--- src/rtl/gb_fb_writer.sv ---
// Framebuffer writer: turns the PPU pixel stream into shaded, addressed
// framebuffer word writes through a small pending-write FIFO, tracking
// line/frame position from the PPU mode sequence and flagging malformed
// lines and FIFO overflow.
module gb_fb_writer #(
  parameter logic [14:0] FB_BASE    = 15'h0000,
  parameter int unsigned FIFO_DEPTH = 8,
  parameter int unsigned LINE_W     = 160,
  parameter int unsigned LINES      = 144
) (
  input  logic        clk,
  input  logic        rst,
  input  logic [1:0]  px_in,
  input  logic        px_valid,
  input  logic [1:0]  ppu_mode,
  input  logic        lcd_on,
  input  logic [7:0]  bgp,
  input  logic        fb_ready,
  input  logic        err_clr,
  output logic        fb_we,
  output logic [14:0] fb_addr,
  output logic [1:0]  fb_data,
  output logic        frame_done,
  output logic        line_err,
  output logic        ovf_err
);

  localparam int unsigned PTR_W = (FIFO_DEPTH > 1) ? $clog2(FIFO_DEPTH) : 1;
  localparam int unsigned CNT_W = PTR_W + 1;
  localparam int unsigned COL_W = $clog2(LINE_W + 1);
  localparam int unsigned ROW_W = $clog2(LINES + 1) + 1;

  localparam logic [1:0] MODE_HBLANK = 2'd0;
  localparam logic [1:0] MODE_VBLANK = 2'd1;
  localparam logic [1:0] MODE_DRAW   = 2'd3;

  typedef enum logic [1:0] {
    SYNC,
    WAIT_VB_END,
    ACTIVE,
    FRAME_END
  } state_e;

  state_e           state;
  logic [COL_W-1:0] col;
  logic [ROW_W-1:0] row;
  logic [14:0]      line_base;
  logic [1:0]       prev_mode;

  logic [14:0]      mem_addr [FIFO_DEPTH];
  logic [1:0]       mem_data [FIFO_DEPTH];
  logic [PTR_W-1:0] wr_ptr;
  logic [PTR_W-1:0] rd_ptr;
  logic [CNT_W-1:0] count;

  logic       in_active;
  logic       px_room;
  logic       fifo_full;
  logic       pop;
  logic       push;
  logic       ovf_drop;
  logic       over_drop;
  logic       line_end;
  logic [1:0] shade;

  assign fb_we   = (count != '0);
  assign fb_addr = mem_addr[rd_ptr];
  assign fb_data = mem_data[rd_ptr];

  // Pixel acceptance / drop decisions and palette lookup for this cycle.
  always_comb begin
    in_active = (state == ACTIVE) && lcd_on;
    fifo_full = (count == CNT_W'(FIFO_DEPTH));
    pop       = fb_we && fb_ready;
    px_room   = (col < COL_W'(LINE_W));
    push      = in_active && px_valid && px_room && (!fifo_full || pop);
    ovf_drop  = in_active && px_valid && px_room && fifo_full && !pop;
    over_drop = in_active && px_valid && !px_room;
    line_end  = in_active && (prev_mode == MODE_DRAW) && (ppu_mode == MODE_HBLANK);
    shade     = bgp[{px_in, 1'b0} +: 2];
  end

  // Frame/line tracking state machine with sticky error flags.
  always_ff @(posedge clk) begin
    if (rst) begin
      state      <= SYNC;
      row        <= '0;
      col        <= '0;
      line_base  <= FB_BASE;
      prev_mode  <= '0;
      frame_done <= 1'b0;
      line_err   <= 1'b0;
      ovf_err    <= 1'b0;
    end else begin
      prev_mode  <= ppu_mode;
      frame_done <= 1'b0;
      // Clear first so a same-cycle set below takes precedence.
      if (err_clr) begin
        line_err <= 1'b0;
        ovf_err  <= 1'b0;
      end
      if (ovf_drop)  ovf_err  <= 1'b1;
      if (over_drop) line_err <= 1'b1;
      if (!lcd_on) begin
        state <= SYNC;
      end else begin
        case (state)
          SYNC: begin
            if (ppu_mode == MODE_VBLANK) state <= WAIT_VB_END;
          end
          WAIT_VB_END: begin
            if (ppu_mode != MODE_VBLANK) begin
              state     <= ACTIVE;
              row       <= '0;
              col       <= '0;
              line_base <= FB_BASE;
            end
          end
          ACTIVE: begin
            // Overflow-dropped pixels still consume their column slot.
            if (px_valid && px_room) col <= col + 1'b1;
            if (line_end) begin
              if (col != COL_W'(LINE_W)) line_err <= 1'b1;
              col       <= '0;
              row       <= row + 1'b1;
              line_base <= line_base + 15'(LINE_W);
            end
            if (ppu_mode == MODE_VBLANK) begin
              state <= FRAME_END;
              if (row != ROW_W'(LINES)) line_err <= 1'b1;
            end
          end
          FRAME_END: begin
            if (count == '0) begin
              frame_done <= 1'b1;
              state      <= WAIT_VB_END;
            end
          end
          default: state <= SYNC;
        endcase
      end
    end
  end

  // Pending-write FIFO; head entry drives the framebuffer port directly.
  always_ff @(posedge clk) begin
    if (rst) begin
      wr_ptr <= '0;
      rd_ptr <= '0;
      count  <= '0;
      for (int unsigned i = 0; i < FIFO_DEPTH; i++) begin
        mem_addr[i] <= '0;
        mem_data[i] <= '0;
      end
    end else begin
      if (push) begin
        mem_addr[wr_ptr] <= line_base + 15'(col);
        mem_data[wr_ptr] <= shade;
        wr_ptr           <= wr_ptr + 1'b1;
      end
      if (pop) rd_ptr <= rd_ptr + 1'b1;
      case ({push, pop})
        2'b10:   count <= count + 1'b1;
        2'b01:   count <= count - 1'b1;
        default: count <= count;
      endcase
    end
  end

endmodule
--- config.mk ---
export PLATFORM = sky130hd
export DESIGN_NAME = gb_fb_writer
export DESIGN_NICKNAME = d
export VERILOG_FILES = /design/src/rtl/gb_fb_writer.sv
export SDC_FILE = /design/constraint.sdc
export NUM_CORES = 1
export LEC_CHECK = 0
export CORE_MARGIN = 2
export CORE_UTILIZATION = 30
export CTS_CLUSTER_DIAMETER = 120
export DETAILED_ROUTE_END_ITERATION = 8
export DONT_BUFFER_PORTS = 1
export PLACE_DENSITY_LB_ADDON = 0.08
export SLEW_MARGIN = 20
export SYNTH_ARGS = -nofsm -noshare
export SYNTH_HDL_FRONTEND = slang
export SYNTH_SLANG_ARGS = --single-unit
--- constraint.sdc ---
create_clock -name clk -period 4.3 [get_ports clk]
set_clock_uncertainty 0.05 [all_clocks]
set_input_delay 0.86 -clock clk [delete_from_list [all_inputs] [get_ports clk]]
set_output_delay 0.86 -clock clk [all_outputs]
set_load 0.01 [all_outputs]
==> flow_summary.yaml, run 1 <==
status:
  status: "complete, no violations"
floorplanning:
  start_util: 0.305
  die_x_um: 172
  placementRows: 61
  die-area_sq_um: 29600
  ios: 39
  die_h_um: 172
  design.core.area_sq_um: 27800
cells_and_area:
  layout-drive-gt1-share: 0.166
  seqCellArea_sq_um: 5030
  final_area_sq_um: 9430
  fillCellCount: 2784
  postLayoutCoreUtil: 0.339
  diodes: 0
  multi_input_area_sq_um: 3230
  fin_nets: 705
  synthToLayoutAreaGrowth_pct: 11.4
placement:
  placed_area_sq_um: 8840
  portBuffers: 0
  place_hpwl_um: 14900
  gp_congestion: 0.780
cts:
  clock_path_buffers: 2
  cts_root_buf: "clkbuf_16"
  cts_resized: 0
  numCtsBuffers: 17
  insertion_delay_ns: 0.43
  cts_hold_buf: 0
  h-tree-depth: 4
  cts_tree: "built"
  clk_pin_slew_worst_paths_ns: 0.08
  cts_setup_buffers: 0
  cts.sinks: 183
routing:
  first_pass_iters: 5
  drt_wl_total_um: 21400
  via_count: 5085
  viasPerCell: 4.80
  antenna_left: 0
  drc: 0
  wl_per_cell_um: 20.2
  drtIter0Drc: 381
critical_path:
  crit_required_ns: 3.39
  crit_type: "reg2out"
  end_kind: "primary output"
  start_kind: "flip-flop"
  critPathArrivalTime_ns: 2.42
  cp_max_fo: 17
worst_hold_path:
  hp-class: "in2reg"
yosys:
  netlist.area_leader.share: 0.483
  yosys.area.top_type: "edfxtp_1"
  synth.distinct_cells: 59
  synthCells: 672
  synth_edf_count: 136
  ys_top_cells_by_area: "edfxtp_1 (48%), dfxtp_1 (11%), mux4_2 (9.0%)"
  synth_area_sq_um: 8460
  yosysSeqAreaShare: 0.594
  syn_avg_cell_area_sq_um: 12.6
  synth-seq-cells: 183
  async_flop_share: 0
  ys_warn_count: 0
  synth_ff_type: "edfxtp_1"
  syn-num-nets: 709
global_route:
  first_global_vias: 5158
  grt_max_degree: 38
  grt_pass1_wl_um: 32700
  track_usage: 0.154
  grt_antenna_before_repair: 0
  grt_overflow_total: 0
job:
  maxCapViolCount: 0
timing:
  fin_crit_sh: 0.774
  worstMarginPinSlew_ns: 1.11
  setup_tns_ns: 0
  fmax_mhz: 300
  rsz0062_at_grt: "false"
  max-slew-margin-rel: 0.253
  finalHoldViolCount: 0
  setup_viol: 0
  slew_viol_final: 0
  fin_crit_ns: 3.33
power:
  power_uw: 4400
  p_leak_uw: 0.00302
  ir_drop_mv: 0.239
  p_per_area_nw_per_um2: 467
[cell usage after synthesis (8+ instances only)]
cell,number
a21oi_1,12
xnor2_1,22
ha_1,18
nand3_1,17
nand2b_1,11
nor4_1,8
clkbuf_1,15
nand2_2,8
mux4_2,34
buf_2,9
dfxtp_1,47
nand2_1,18
mux2_2,19
edfxtp_1,136
xor2_1,16
nor2_1,176
inv_1,16
[registers in the layout (all words and copies together) (netlist names), named ones only]
name / flops
line_base: 10
col: 8
frame_done: 1
wr_ptr: 3
rd_ptr: 3
ovf_err: 1
line_err: 1
prev_mode: 2
mem_addr: 120
row: 9
count: 4
state: 2
mem_data: 16
[worst max-delay path, cell delays in order (launching register included)]
cell     delay, ns
dfxtp_1       0.96
buf_4         0.36
mux4_2        0.35
mux2_2        0.32
[through the flow]
step           hold slack [ns]  setup slack (ns)  std cells
2_1_floorplan            0.404              1.65        672
3_3_place_gp             0.447              1.02       1027
3_5_place_dp             0.438             0.916       1027
4_1_cts                  0.417             0.860       1059
5_1_grt                  0.420             0.665       1059
6_report                 0.443             0.971       1059
[final timing paths]
path / startpoint / end / slack [ns] / cells past startpoint
min: rst / line_base[6]$_SDFFE_PP0P_ / 0.44 / 1
max: flip-flop / fb_addr[5] / 0.97 / 3
max reg2reg: state[0]$_SDFFE_PP0P_ / mem_addr[0][9]$_SDFFCE_PN0P_ / 1.00 / 7
min reg2reg: rd_ptr[1]$_SDFFE_PP0N_ / rd_ptr[1]$_SDFFE_PP0N_ / 0.46 / 2
[routing by layer]
layer / GRT usage / up-vias / wire length (um)
li1: - / 2413 / -
met1: 0.208 / 2540 / 9950
met2: 0.246 / 108 / 10100
met3: 0.0286 / 24 / 833
met4: 0.0581 / 0 / 555
met5: 0 / - / 0
[logic make-up (layout without fill, tap and decap cells)]
family	count (synthesis)	count (layout)	synth area share
flops	183	183	0.594
xor+xnor	38	38	0.0393
simple gates	286	286	0.157
other cells	1	1	0.000443
buf+inv	48	57	0.0262
fa+ha+maj	19	19	0.0290
compound gates	40	40	0.0334
mux	57	57	0.121
[power by group]
part | switching [uW] | internal, uW | total (uW)
Sequential | 118 | 1980 | 2100
Combinational | 367 | 368 | 735
Clock | 744 | 825 | 1570
[cell type report]
type	instances	share of cell area
inverters	18	0.00716
well taps	378	0.0502
multi-input cells	441	0.343
clock buffers	17	0.0451
flip-flops and latches	183	0.533
repair buffers	7	0.00557
clock inverters	15	0.0165
[cell usage in the layout, fill, tap and decap left out, types with 3 or more instances in the layout]
cell | synthesis | final
ha_1 | 18 | 18
a211oi_1 | 3 | 3
o21bai_1 | 3 | 3
nor2_1 | 176 | 176
nand2b_1 | 11 | 11
nor2b_1 | 4 | 4
and2_1 | 6 | 6
nor4b_1 | 4 | 4
clkbuf_16 | 0 | 17
nor4_1 | 8 | 8
edfxtp_1 | 136 | 136
inv_8 | 0 | 5
mux2_2 | 19 | 19
xor2_1 | 16 | 15
nor3_1 | 6 | 6
dfxtp_1 | 47 | 46
nand2_2 | 8 | 8
nand2_1 | 18 | 18
a21oi_1 | 12 | 12
inv_6 | 0 | 4
nand3_1 | 17 | 17
inv_1 | 16 | 16
xnor2_1 | 22 | 21
buf_4 | 2 | 7
mux4_2 | 34 | 34
nor3b_1 | 4 | 4
nand4_1 | 4 | 4
o21ai_0 | 5 | 5
mux2i_1 | 4 | 4
and3_1 | 6 | 6
No activity file was read; power rests on OpenSTA's default activity.
==> inputs of run 2 (changes only) <==
--- a/config.mk
+++ b/config.mk
@@ -5,6 +5,7 @@
 export SDC_FILE = /design/constraint.sdc
 export NUM_CORES = 1
 export LEC_CHECK = 0
+export ABC_AREA = 1
 export CORE_MARGIN = 2
 export CORE_UTILIZATION = 30
 export CTS_CLUSTER_DIAMETER = 120
==> constraint.sdc (replaced) <==
create_clock -name clk -period 2.93 [get_ports clk]
set_clock_uncertainty 0.05 [all_clocks]
set_input_delay 0.586 -clock clk [delete_from_list [all_inputs] [get_ports clk]]
set_output_delay 0.586 -clock clk [all_outputs]
set_load 0.01 [all_outputs]
==> flow_summary.yaml, run 2 <==
cts:
  cts_tree: "built"
  cts_hold_buf: 0
  cts_resized: 0
  clk_pin_slew_worst_paths_ns: 0.08
  cts_root_buf: "clkbuf_16"
  cts.sinks: 183
  cts_setup_buffers: 0
  numCtsBuffers: 17
  h-tree-depth: 4
  insertion_delay_ns: 0.44
  clock_path_buffers: 2
global_route:
  grt_max_degree: 48
  grt_antenna_before_repair: 0
  grt_overflow_total: 0
  first_global_vias: 6621
  grt_pass1_wl_um: 38900
  track_usage: 0.168
critical_path:
  start_kind: "flip-flop"
  cp_max_fo: 47
  crit_required_ns: 2.29
  critPathArrivalTime_ns: 2.17
  end_kind: "primary output"
  crit_type: "reg2out"
yosys:
  synth-seq-cells: 183
  synth_area_sq_um: 8920
  syn_avg_cell_area_sq_um: 8.64
  yosysMostFrequentCell: "nor2_1"
  synth_ff_type: "edfxtp_1"
  synth.distinct_cells: 39
  ys_warn_count: 0
  async_flop_share: 0
  netlist.area_leader.share: 0.458
  synth_edf_count: 136
  synth_commonest_cells: "nor2_1 (302), nand2_1 (175), edfxtp_1 (136), o21ai_0 (82), inv_1 (74)"
  syn-num-nets: 1069
  yosysSeqAreaShare: 0.563
  ys_top_cells_by_area: "edfxtp_1 (46%), nor2_1 (13%), dfxtp_1 (11%)"
  synthCells: 1032
  yosys.area.top_type: "edfxtp_1"
floorplanning:
  die-area_sq_um: 31100
  die_x_um: 176
  design.core.area_sq_um: 29500
  die_h_um: 176
  start_util: 0.302
  ios: 39
  placementRows: 63
timing:
  setup_tns_ns: 0
  fin_crit_ns: 2.80
  slew_viol_final: 0
  rsz0062_at_grt: "false"
  max-slew-margin-rel: 0.409
  setup_viol: 0
  fin_crit_sh: 0.956
  worst_slack_ns: 0.127
  fmax_mhz: 357
  hold_ws_ns: 0.157
  finalHoldViolCount: 0
  worstMarginPinSlew_ns: 0.880
job:
  maxCapViolCount: 0
routing:
  viasPerCell: 4.65
  first_pass_iters: 5
  via_count: 6796
  drc: 0
  wl_per_cell_um: 17.2
  drt_wl_total_um: 25100
  drtIter0Drc: 394
  antenna_left: 0
cells_and_area:
  final_common_cell: "nor2_1"
  largest_reg_flops: 120
  postLayoutCoreUtil: 0.345
  fillCellCount: 3095
  layout_common_cells: "nor2_1 (302), nand2_1 (175), edfxtp_1 (136)"
  synthToLayoutAreaGrowth_pct: 14.0
  top_register: "mem_addr"
  diodes: 0
  fin_nets: 1094
  top_regs: "mem_addr x120, mem_data x16, line_base x10"
  layout-drive-gt1-share: 0.0953
power:
  p_leak_uw: 0.00388
  power_uw: 6960
  ir_drop_mv: 0.360
  p_per_area_nw_per_um2: 685
placement:
  place_hpwl_um: 15400
  gp_congestion: 0.764
  portBuffers: 0
  dp_slack_ns: 0.578
worst_hold_path:
  hp-class: "in2reg"
status:
  status: "complete, no violations"
run 2: worst max-delay path: stages, from the launching register on:
cell,delay [ns]
dfxtp_2,0.35
buf_4,0.48
o21ai_0,0.17
o21ai_0,0.20
a21oi_1,0.06
a31oi_1,0.27
buf_4,0.19
run 2: logic make-up after synthesis:
family / count (synthesis) / share of synthesized area
AOI/OAI and AO/OA: 155 / 0.0951
other: 1 / 0.000421
xor gates and xnor gates: 7 / 0.00688
and+or+nand+nor: 549 / 0.252
adders and majority gates: 19 / 0.0275
buffers and inverters: 118 / 0.0550
DFF: 183 / 0.563
run 2: final cells by class:
| class | count | area, sq um | area share |
|---|---|---|---|
| clock buffer | 17 | 425 | 0.0418 |
| timing repair buffer | 47 | 378 | 0.0372 |
| sequential | 183 | 5030 | 0.494 |
| multi-input combinational | 731 | 3400 | 0.335 |
| tap | 390 | 488 | 0.0480 |
| inverter | 77 | 289 | 0.0284 |
| clock inverter | 15 | 158 | 0.0155 |
run 2: through the flow:
stage	cells	cell area (sq um)
after floorplan	1032	8920
after global placement	1428	9580
after detailed placement	1428	9580
after CTS	1460	10200
after global routing	1460	10200
final	1460	10200
run 2: worst paths after layout:
path	to	from	slack (ns)	cells after the start
min reg2reg	rd_ptr[2]$_SDFFE_PP0N_	rd_ptr[2]$_SDFFE_PP0N_	0.42	2
max	fb_addr[3]	flip-flop	0.13	6
max reg2reg	mem_addr[0][8]$_SDFFCE_PN0P_	col[6]$_SDFFE_PP0P_	0.62	7
min	row[5]$_SDFFE_PP0P_	rst	0.16	1
run 2: power breakdown:
| group | switching [uW] | internal, uW |
|---|---|---|
| clock network | 1150 | 1140 |
| logic | 1120 | 590 |
| registers | 68.2 | 2900 |
run 2: layer usage:
metal | up-vias | GRT usage | wire length [um]
met1 | 3203 | 0.220 | 11800
met5 | - | 0 | 0
met3 | 27 | 0.0263 | 715
met2 | 109 | 0.284 | 12200
met4 | 0 | 0.0548 | 460
li1 | 3457 | - | -
==> inputs of run 3 (changes only) <==
--- a/config.mk
+++ b/config.mk
@@ -8,6 +8,7 @@
 export ABC_AREA = 1
 export CORE_MARGIN = 2
 export CORE_UTILIZATION = 30
+export CTS_BUF_LIST = sky130_fd_sc_hd__clkbuf_8
 export CTS_CLUSTER_DIAMETER = 120
 export DETAILED_ROUTE_END_ITERATION = 8
 export DONT_BUFFER_PORTS = 1
==> constraint.sdc (replaced) <==
create_clock -name clk -period 3 [get_ports clk]
set_clock_uncertainty 0.05 [all_clocks]
set_input_delay 0.6 -clock clk [delete_from_list [all_inputs] [get_ports clk]]
set_output_delay 0.6 -clock clk [all_outputs]
set_load 0.01 [all_outputs]
==> flow_summary.yaml, run 3 (same netlist as run 2, synthesis figures left out) <==
cells_and_area:
  final_common_cell: "nor2_1"
  top_regs: "mem_addr x120, mem_data x16, line_base x10"
  final_area_sq_um: 9970
  layout-drive-gt1-share: 0.0962
  synthToLayoutAreaGrowth_pct: 11.9
  largest_reg_flops: 120
  top_register: "mem_addr"
  postLayoutCoreUtil: 0.338
  diodes: 0
  fin_nets: 1096
  layout_common_cells: "nor2_1 (302), nand2_1 (175), edfxtp_1 (136)"
  fillCellCount: 3150
global_route:
  grt_max_degree: 69
  grt_antenna_before_repair: 0
  grt_overflow_total: 0
  grt_pass1_wl_um: 39600
  track_usage: 0.169
  first_global_vias: 6837
critical_path:
  r2r_slack_ns: 0.77
  end_kind: "primary output"
  critPathArrivalTime_ns: 2.06
  start_kind: "flip-flop"
  critPathSlowestCell: "dfxtp_2"
  r2r-end: "count[3]$_SDFFE_PP0P_"
  cp.depth: 7
  ff2ff_path_depth: 15
  crit_path_cell_trace: "inv_2 -> buf_4 -> nand2_1 -> nand2_1 -> a21oi_1 -> a31oi_1 -> buf_4"
  slowest_delay_ns: 0.36
  crit_type: "reg2out"
  cp_max_fo: 29
  path_buf_inv: 3
  reg2reg_from: "count[1]$_SDFFE_PP0P_"
  crit_required_ns: 2.35
  crit_family: "buffers and inverters"
placement:
  placed_area_sq_um: 9590
  gp_congestion: 0.768
  portBuffers: 0
  place_hpwl_um: 16200
timing:
  rsz0062_at_grt: "false"
  setup_viol: 0
  slew_viol_final: 0
  setup_tns_ns: 0
  fin_crit_ns: 2.71
  fin_crit_sh: 0.905
  finalHoldViolCount: 0
  max-slew-margin-rel: 0.406
  worstMarginPinSlew_ns: 0.884
  fmax_mhz: 368
cts:
  cts.sinks: 183
  clk_pin_slew_worst_paths_ns: 0.11
  cts_hold_buf: 0
  cts_resized: 0
  cts_setup_buffers: 0
  clock_path_buffers: 2
  h-tree-depth: 4
  cts_root_buf: "clkbuf_8"
  cts_tree: "built"
  numCtsBuffers: 17
  insertion_delay_ns: 0.46
job:
  maxCapViolCount: 0
worst_hold_path:
  hold_end: "row[5]$_SDFFE_PP0P_"
  min_path_cells: 1
  min-delay-start: "rst"
  hp-class: "in2reg"
power:
  p_per_area_nw_per_um2: 623
  ir_drop_mv: 0.296
  p_leak_uw: 0.00380
floorplanning:
  die_x_um: 176
  start_util: 0.302
  die_h_um: 176
  die-area_sq_um: 31100
  placementRows: 63
  ios: 39
  design.core.area_sq_um: 29500
routing:
  via_count: 6763
  drtIter0Drc: 502
  drc: 0
  viasPerCell: 4.63
  drt_wl_total_um: 25000
  first_pass_iters: 5
  wl_per_cell_um: 17.1
  antenna_left: 0
status:
  status: "complete, no violations"
## run 3: cell count changes in the layout (fill, tap and decap cells not counted), sizes merged
cell,before,now
buf,47,49
clkinv,10,9
inv,80,82
clkinvlp,2,0
## run 3: final cells by class
class                           count  area, sq um  share of cell area
Clock buffer                       17          234              0.0235
Clock inverter                     14          155              0.0156
Tap cell                          390          488              0.0489
Sequential cell                   183         5030               0.504
Timing Repair Buffer               49          380              0.0381
Inverter                           77          289              0.0290
Multi-Input combinational cell    731         3400               0.341
## run 3: how the worst max path moves through the flow
stage          slack, ns                   from                      endpoint
6_report            0.29              flip-flop                    fb_data[1]
5_1_grt             0.09              flip-flop                    fb_data[1]
4_1_cts             0.22              flip-flop                    fb_data[1]
3_5_place_dp        0.74  state[0]$_SDFFE_PP0P_         count[3]$_SDFFE_PP0P_
3_3_place_gp        0.71  state[0]$_SDFFE_PP0P_         count[3]$_SDFFE_PP0P_
2_1_floorplan       0.66                 lcd_on  mem_addr[6][0]$_SDFFCE_PN0P_
## run 3: layer usage
metal / wire, um / vias up / GRT usage
li1: - / 3452 / -
met1: 12000 / 3215 / 0.222
met2: 12100 / 85 / 0.290
met3: 745 / 11 / 0.0319
met4: 214 / 0 / 0.0320
met5: 0 / - / 0
## run 3: report_power, final
group          total, uW  switching [uW]  internal (uW)
combinational       1640            1070            563
sequential          2900            71.9           2830
clock               1680            1050            629
## run 3: metrics by stage
stage	hold WS (ns)	std cells	total power, uW	worst slack, ns
floorplan	0.383	1032	3940	0.657
global placement	0.411	1430	4640	0.707
detailed placement	0.416	1430	4640	0.737
CTS	0.101	1461	6320	0.219
global route	0.0898	1461	6600	0.0920
finish	0.142	1461	6220	0.286
